**src/rtl/skein_pkg.sv**
```systemverilog
// Shared constants and types for the Skein/Threefish key schedule.
package skein_pkg;

  localparam int          WORD_W = 64;
  localparam logic [63:0] C240   = 64'h1BD11BDAA9FC1A22;

  typedef enum logic [1:0] {IDLE, PREP, EMIT} state_t;

  // Threefish-1024 runs 20 rounds-of-4 (21 subkeys); the smaller widths run 18 (19 subkeys).
  function automatic int default_subkeys(input int nw);
    return (nw == 16) ? 21 : 19;
  endfunction

endpackage

```
**src/rtl/skein_subkey_inject.sv**
```systemverilog
// Combinational subkey injection: the three top key words pick up the two
// tweak words and the subkey index; the remaining words pass straight through.
module skein_subkey_inject
  import skein_pkg::*;
#(
  parameter int NW = 4
) (
  input  logic [NW-1:0][WORD_W-1:0] words_in,
  input  logic [WORD_W-1:0]         tw_a,
  input  logic [WORD_W-1:0]         tw_b,
  input  logic [WORD_W-1:0]         s_word,
  output logic [NW-1:0][WORD_W-1:0] words_out
);

  // Word NW-3 gets tw_a, NW-2 gets tw_b, NW-1 gets the index.
  always_comb begin
    words_out         = words_in;
    words_out[NW-3]   = words_in[NW-3] + tw_a;
    words_out[NW-2]   = words_in[NW-2] + tw_b;
    words_out[NW-1]   = words_in[NW-1] + s_word;
  end

endmodule

```
**src/rtl/skein_subkey_gen.sv**
```systemverilog
// Sequential Threefish key-schedule engine. A key ring of NW+1 words and a
// tweak ring of 3 words rotate by one per accepted subkey, so the subkey for
// index s is always read from fixed ring positions with no modulo logic.
module skein_subkey_gen
  import skein_pkg::*;
#(
  parameter int NW          = 4,
  parameter int NUM_SUBKEYS = default_subkeys(NW),
  parameter int SW          = 5
) (
  input  logic                 clk,
  input  logic                 rst,
  input  logic                 load_valid,
  output logic                 load_ready,
  input  logic [NW*WORD_W-1:0] key_in,
  input  logic [127:0]         tweak_in,
  input  logic                 abort,
  output logic                 sk_valid,
  input  logic                 sk_ready,
  output logic [NW*WORD_W-1:0] sk_out,
  output logic [SW-1:0]        sk_index,
  output logic                 sk_last,
  output logic                 busy
);

  if (!(NW == 4 || NW == 8 || NW == 16)) begin : g_bad_nw
    $error("skein_subkey_gen: NW must be 4, 8 or 16");
  end
  if ((1 << SW) < NUM_SUBKEYS) begin : g_bad_sw
    $error("skein_subkey_gen: SW too narrow for NUM_SUBKEYS");
  end

  localparam logic [SW-1:0] LAST = SW'(NUM_SUBKEYS - 1);

  state_t                      state;
  logic [SW-1:0]               s;
  logic [NW:0][WORD_W-1:0]     ring;
  logic [2:0][WORD_W-1:0]      tring;
  logic [WORD_W-1:0]           parity;
  logic [NW-1:0][WORD_W-1:0]   inj_out;
  logic                        emit;
  logic                        hs;

  assign emit = (state == EMIT);
  assign hs   = emit && sk_ready;

  // Parity word over the latched key words, used once in PREP.
  always_comb begin
    parity = C240;
    for (int i = 0; i < NW; i++) parity = parity ^ ring[i];
  end

  // FSM plus key/tweak rings; rings rotate left on every accepted subkey.
  always_ff @(posedge clk) begin
    if (rst) begin
      state <= IDLE;
      s     <= '0;
      ring  <= '0;
      tring <= '0;
    end else begin
      case (state)
        IDLE: if (load_valid) begin
          for (int i = 0; i < NW; i++)
            ring[i] <= key_in[NW*WORD_W-1-WORD_W*i -: WORD_W];
          tring[0] <= tweak_in[127:64];
          tring[1] <= tweak_in[63:0];
          s        <= '0;
          state    <= PREP;
        end
        PREP: if (abort) begin
          state <= IDLE;
        end else begin
          ring[NW] <= parity;
          tring[2] <= tring[0] ^ tring[1];
          state    <= EMIT;
        end
        EMIT: begin
          if (sk_ready) begin
            for (int j = 0; j < NW; j++) ring[j] <= ring[j+1];
            ring[NW] <= ring[0];
            tring    <= {tring[0], tring[2], tring[1]};
            s        <= s + 1'b1;
          end
          // A transfer coinciding with abort still completes; nothing follows it.
          if (abort || (hs && s == LAST)) state <= IDLE;
        end
        default: state <= IDLE;
      endcase
    end
  end

  skein_subkey_inject #(.NW(NW)) u_inject (
    .words_in  (ring[NW-1:0]),
    .tw_a      (tring[0]),
    .tw_b      (tring[1]),
    .s_word    ({{(WORD_W-SW){1'b0}}, s}),
    .words_out (inj_out)
  );

  // Outputs are gated by state so nothing leaks outside EMIT.
  always_comb begin
    sk_out = '0;
    for (int i = 0; i < NW; i++)
      sk_out[NW*WORD_W-1-WORD_W*i -: WORD_W] = emit ? inj_out[i] : '0;
  end

  assign load_ready = (state == IDLE);
  assign busy       = (state != IDLE);
  assign sk_valid   = emit;
  assign sk_index   = emit ? s : '0;
  assign sk_last    = emit && (s == LAST);

endmodule

```
**config.mk**
```make
export PLATFORM = sky130hd
export DESIGN_NAME = skein_subkey_gen
export DESIGN_NICKNAME = d
export VERILOG_FILES = /design/src/rtl/skein_pkg.sv /design/src/rtl/skein_subkey_inject.sv /design/src/rtl/skein_subkey_gen.sv
export SDC_FILE = /design/constraint.sdc
export NUM_CORES = 2
export LEC_CHECK = 0
export ABC_AREA = 1
export BUFFER_PORTS_ARGS = -buffer_cell sky130_fd_sc_hd__buf_2
export CAP_MARGIN = 20
export CORE_ASPECT_RATIO = 0.9
export CORE_MARGIN = 2
export CORE_UTILIZATION = 40
export CTS_CLUSTER_DIAMETER = 80
export DETAILED_ROUTE_END_ITERATION = 10
export HOLD_SLACK_MARGIN = 0.08
export SLEW_MARGIN = 10
export SYNTH_ARGS = -nofsm -noshare
export SYNTH_HDL_FRONTEND = slang
export SYNTH_SLANG_ARGS = --single-unit
```
**constraint.sdc**
```tcl
create_clock -name clk -period 1.9 [get_ports clk]
set_input_delay 0.095 -clock clk [delete_from_list [all_inputs] [get_ports clk]]
set_output_delay 0.095 -clock clk [all_outputs]
set_load 0.03 [all_outputs]
```
* Word level (Yosys, flattened, before mapping) *
Index checks and enable logic that the tools add are counted.
Widths: inputs -> output; s select.

word-level totals
  flip-flop bits (word level) = 519
  bits in latches = 0
  memory bits (writable) = 0
  bits in read-only memories = 0
  output and inout port bits = 265
  memories kept = 0

operators by class
  add/subtract/negate cells = 4
  multiply operators = 0
  div/mod/pow operators = 0
  magnitude comparators = 0
  equality and inequality tests = 7
  shift operators = 0
  mux-type cells = 22
  bitwise operators = 5
  reductions and logical operators = 11

operator list
  kind                 number
  $pmux 256 s2         1
  $mux 64              6
  $mux 320             1
  $mux 256             1
  $pmux 128 s2         1
  $pmux 64 s2          2
  $xor 64x64->64       4
  $mux 192             1
  $add 64x64->64       2
  $mux 128             1
  $add 64x5->64        1
  $not 32->32          1
  $mux 5               3
  $pmux 5 s2           1
  $mux 2               3
  $ne 2x2->1 const B   3
  $pmux 2 s3           1
  $reduce_and 3->1     2
  $reduce_bool 2->1    3
  $add 5x1->5 const B  1
  $eq 5x5->1 const B   1
  $logic_and 1x1->1    3
  $eq 2x1->1 const B   1
  $eq 2x2->1 const B   1
  4 further kinds      4

* Depth between registers and ports, before layout *
  depth in word-level cells = 6
  gate-level depth with buffers = 16
  gate-level depth less buffers = 16

* By module *
Synthesis repeated with hierarchy kept, for this count alone.

unflattened totals
  cells, all modules = 8,706
  area, all modules = 47,375.4 um2

by module, submodules not included
  module               times used  cells an instance  area each (um2)  sequential area each (um2)
  skein_subkey_gen     1           4,789              29,249.3         10,390.0
  skein_subkey_inject  1           3,917              18,126.1         0.0

* Least setup slack after synthesis *
No wires, ideal clock.

  kind = reg2out
  from = reg ring[192] (netlist bit)
  to = out sk_out[48]
  arrival time = 2.358 ns
  data required time = 1.805 ns
  setup slack = -0.553 ns
  cell stages (with the launch flop) = 11
  path through = dfxtp_1 -> ha_1 -> fa_1 -> nand3_1 -> o211ai_2 -> nand2_1 -> nand2_1 -> nand2_1 -> inv_1 -> nand3_1 -> nor3b_1

between the ends
  word-level cells in the longest chain between the ends = 2

ends and longest elaborated chain
  what                             line                       source
  start, declared                  skein_subkey_gen.sv:37     logic [NW:0][WORD_W-1:0] ring;
  start signal, assigned by index  skein_subkey_gen.sv:64     ring[i] <= key_in[NW*WORD_W-1-WORD_W*i -: WORD_W];
  start signal, assigned by index  skein_subkey_gen.sv:73     ring[NW] <= parity;
  start signal, assigned by index  skein_subkey_gen.sv:80     ring[NW] <= ring[0];
  $add 64x5->64                    skein_subkey_inject.sv:20  words_out[NW-1] = words_in[NW-1] + s_word;
  $mux 64                          skein_subkey_gen.sv:104    sk_out[NW*WORD_W-1-WORD_W*i -: WORD_W] = emit ? inj_out[i] : '0;
  end, declared                    skein_subkey_gen.sv:20     output logic [NW*WORD_W-1:0] sk_out,

Every way passes these cells.

* Worst setup path after layout *
  from = reg ring[128] (netlist bit)
  to = out sk_out[84]

between the ends
  word-level cells in the longest chain between the ends = 2

ends and longest elaborated chain
  what            line                       source
  $add 64x64->64  skein_subkey_inject.sv:19  words_out[NW-2] = words_in[NW-2] + tw_b;
  $mux 64         skein_subkey_gen.sv:104

Every way passes these cells.

==> flow_metrics.tcl <==
set metrics [dict create \
    path_clk_slew_ns 0.07 \
    nets 8889 \
    cp-start-kind "register" \
    r2r_cells 6 \
    synth_area_sq_um 38400 \
    crit_family "simple AND/OR/NAND/NOR gates" \
    synth_area_leaders "dfxtp_1 (27%), nand2_1 (22%), inv_1 (7.7%)" \
    cts_inserted_buffers 61 \
    worstPathCellList "ha_4 > inv_2 > fa_2 > inv_2 > nand3_4 > nand2_4 > nand3_2 > nand3b_1 > nand2_2 > nand2_4 > buf_6 > o21ai_2 > a21oi_2 > buf_6" \
    avgRoutedWirePerCell_microns 21.9 \
    slew_headroom_pct 28.6 \
    cts_max_level 2 \
    finalPower_uw 40900 \
    hold_violations 0 \
    grt_pass1_vias 48893 \
    fin_area_sq_um 66700 \
    crit_slowest_cell "dfxtp_4" \
    clock_sink_count 519 \
    post-route-util_pct 70.3 \
    hold_path_class "input port to register" \
    fmax_mhz 339 \
    gp_congestion 1.06 \
    sequentialPowerShare_pct 32.4 \
    core.rowCount 107 \
    insertion_delay_ns 0.69 \
    cts_root_buffer "clkbuf_16" \
    tightest_slew_ns 1.07 \
    hold_depth 4 \
    maxCapViolCount 0 \
    grt_pass1_wl_mm 302 \
    synth_ff_type "dfxtp_1" \
    yosysTopAreaCellShare_pct 27.1 \
    core_sq_um 94900 \
    clk_path_buf_depth 3 \
    die_w_microns 330 \
    mostFrequentLayoutCells "nand2_1 (1803), buf_4 (1071), inv_1 (724)" \
    post_dp_cell_area_sq_um 52000 \
    die_y_microns 298 \
    rsz0062_at_grt "yes" \
    synth_edf_count 0 \
    min_period_ns 2.95 \
    grt_usage_pct 40.6 \
    power.switching_uw 14900 \
    p_leak_uw 0.0323 \
    setup_ws_ns -1.05 \
    grt-ovfl-total 0 \
    hpwl_mm 162 \
    max_stage_delay_ns 0.37 \
    clkPwrFrac_pct 30.4 \
    outcome "finished, violations left" \
    fin_skew_ns 0.0608 \
    grt_max_degree 129 \
    drt-total-wl_mm 212 \
    syn_to_final_growth_pct 73.8 \
    cp-end-kind "output pin" \
    worstPathMaxFanout 3 \
    violations "setup timing" \
    required_ns 1.80 \
    path_buf_inv 4 \
    power_frac_comb_pct 37.2 \
    ys_async_sr_fraction_pct 0 \
    first_iter_violations 5630 \
    maxSlewViolCount 0 \
    fin_hold_ws_ns 0.227 \
    internal_power_uw 26000 \
    worstPathArrival_ns 2.85 \
    peakVddDrop_mv 0.623 \
    ys_seq_elements 519 \
    via_count 52491 \
    yosys_warnings 0 \
    critPathKind "register to output pin" \
    path_depth 14 \
    netlist_instances 6377 \
    p_sw_share_pct 36.5 \
    drc 0 \
    ant_nets 0 \
    ys_types 47 \
    setup_viol 494 \
    avgSynthCellArea_sq_um 6.02 \
    ys_seq_area_share_pct 27.1 \
    syn_nets 6902 \
    io_buffers 653 \
    start_util_pct 40.4 \
    place_inst 9098 \
    synth_top_cell_by_area "dfxtp_1" \
    viasPerCell 5.43 \
    post-route-period-util_pct 155 \
    dieArea_sq_um 98400 \
    cts_tree "yes" \
    layout-drive-gt1-share_pct 41.7 \
    first_pass_iters 7 \
    antenna_found_initial 6 \
    final_cells 9669 \
    final_common_cell "nand2_1" \
    p_per_area_nw_per_um2 614 \
    io_pins 654 \
]
what timing repair did:
item | in CTS | in global routing
hold buffers | 389 | 0
pin swaps | 249 | 327
endpoints found under the setup margin | 378 | 662
gates resized for setup | 1275 | 878
hold endpoints to repair | 394 | 0
buffers inserted | 40 | 47
worst paths after layout:
check | startpoint | end | slack [ns]
worst min register to register | tring[165]$_SDFFE_PP0P_ | tring[101]$_SDFFE_PP0P_ | 0.47
worst max-delay path | ring[128]$_SDFFE_PP0P_ | sk_out[84] | -1.05
worst min-delay path | key_in[43] | ring[235]$_SDFFE_PP0P_ | 0.23
worst max register to register | state[1]$_SDFFE_PP0P_ | ring[172]$_SDFFE_PP0P_ | -0.78
registers in the layout, indices dropped and copies added, names as in the netlist:
name / cells
ring: 320
s: 5
state: 2
tring: 192
area by class of cell:
cell class                 count  area [sq um]
multi-input combinational   4734         30900
fill                        7825         28200
timing repair buffer        2252         18300
sequential                   519         10800
inverter                     796          3040
clock buffer                  82          1750
tap                         1253          1570
clock inverter                29           363
antenna                        4          10.0
worst register-to-register path, stage by stage (launching register included):
cell	delay (ns)
dfxtp_1	0.31
inv_1	0.07
or2_4	0.19
buf_4	0.24
buf_12	0.47
nand2_1	0.27
a31oi_1	0.89
synth_stat cells, types with 2 or more instances:
library cell,count
and3_1,13
nor3b_1,9
a31oi_1,386
a21oi_1,312
clkbuf_2,6
nand2b_1,2
o21bai_1,11
nand2_2,2
xor2_1,129
xnor2_1,125
fa_1,3
inv_1,792
nand4_1,36
or2_1,3
nor2_1,429
buf_1,5
o21ai_0,476
dfxtp_1,519
nor3_1,48
clkbuf_1,128
inv_2,3
nand3_1,155
o221a_2,64
nor2_2,6
nand2_1,2257
buf_4,17
o21ai_1,91
and2_1,8
or2_2,2
a211oi_1,3
nor4_1,10
nor3_2,3
a21oi_4,2
nand3b_1,6
ha_1,133
o21ai_2,2
buf_2,171
cell families (layout without fill, tap and decap cells):
logic type,Yosys count,in the layout,share of synthesized area (%)
other,0,4,0
and+or+nand+nor,2991,2991,30.7
xor gates and xnor gates,254,254,5.80
AOI/OAI and AO/OA,1353,1353,20.2
adders and majority gates,136,136,4.49
DFF,519,519,27.1
buffers and inverters,1124,3159,11.8
power groups by stage:
stage,logic [uW],clock network [uW],registers [uW]
final,15200,12500,13300
after global routing,16100,12900,13300
after floorplan,5740,0,12800
after global placement,11600,0,13100
after CTS,13900,12500,13100
after detailed placement,11600,0,13100
per-stage QoR:
step / TNS (ns) / setup WS (ns)
CTS: -220.72 / -0.993
global placement: -77.01 / -0.843
floorplan: -0.564 / -0.105
finish: -229.84 / -1.05
global route: -279.74 / -1.15
detailed placement: -75.71 / -0.827
per-layer routing:
layer / vias up / wire [microns] / GRT usage (%)
met5: - / 22 / 0
met4: 4 / 12100 / 19.4
met3: 599 / 20400 / 6.23
met2: 2899 / 89500 / 61.2
met1: 24408 / 90000 / 56.3
li1: 24581 / - / -
No activity file was read; power rests on OpenSTA's default activity.
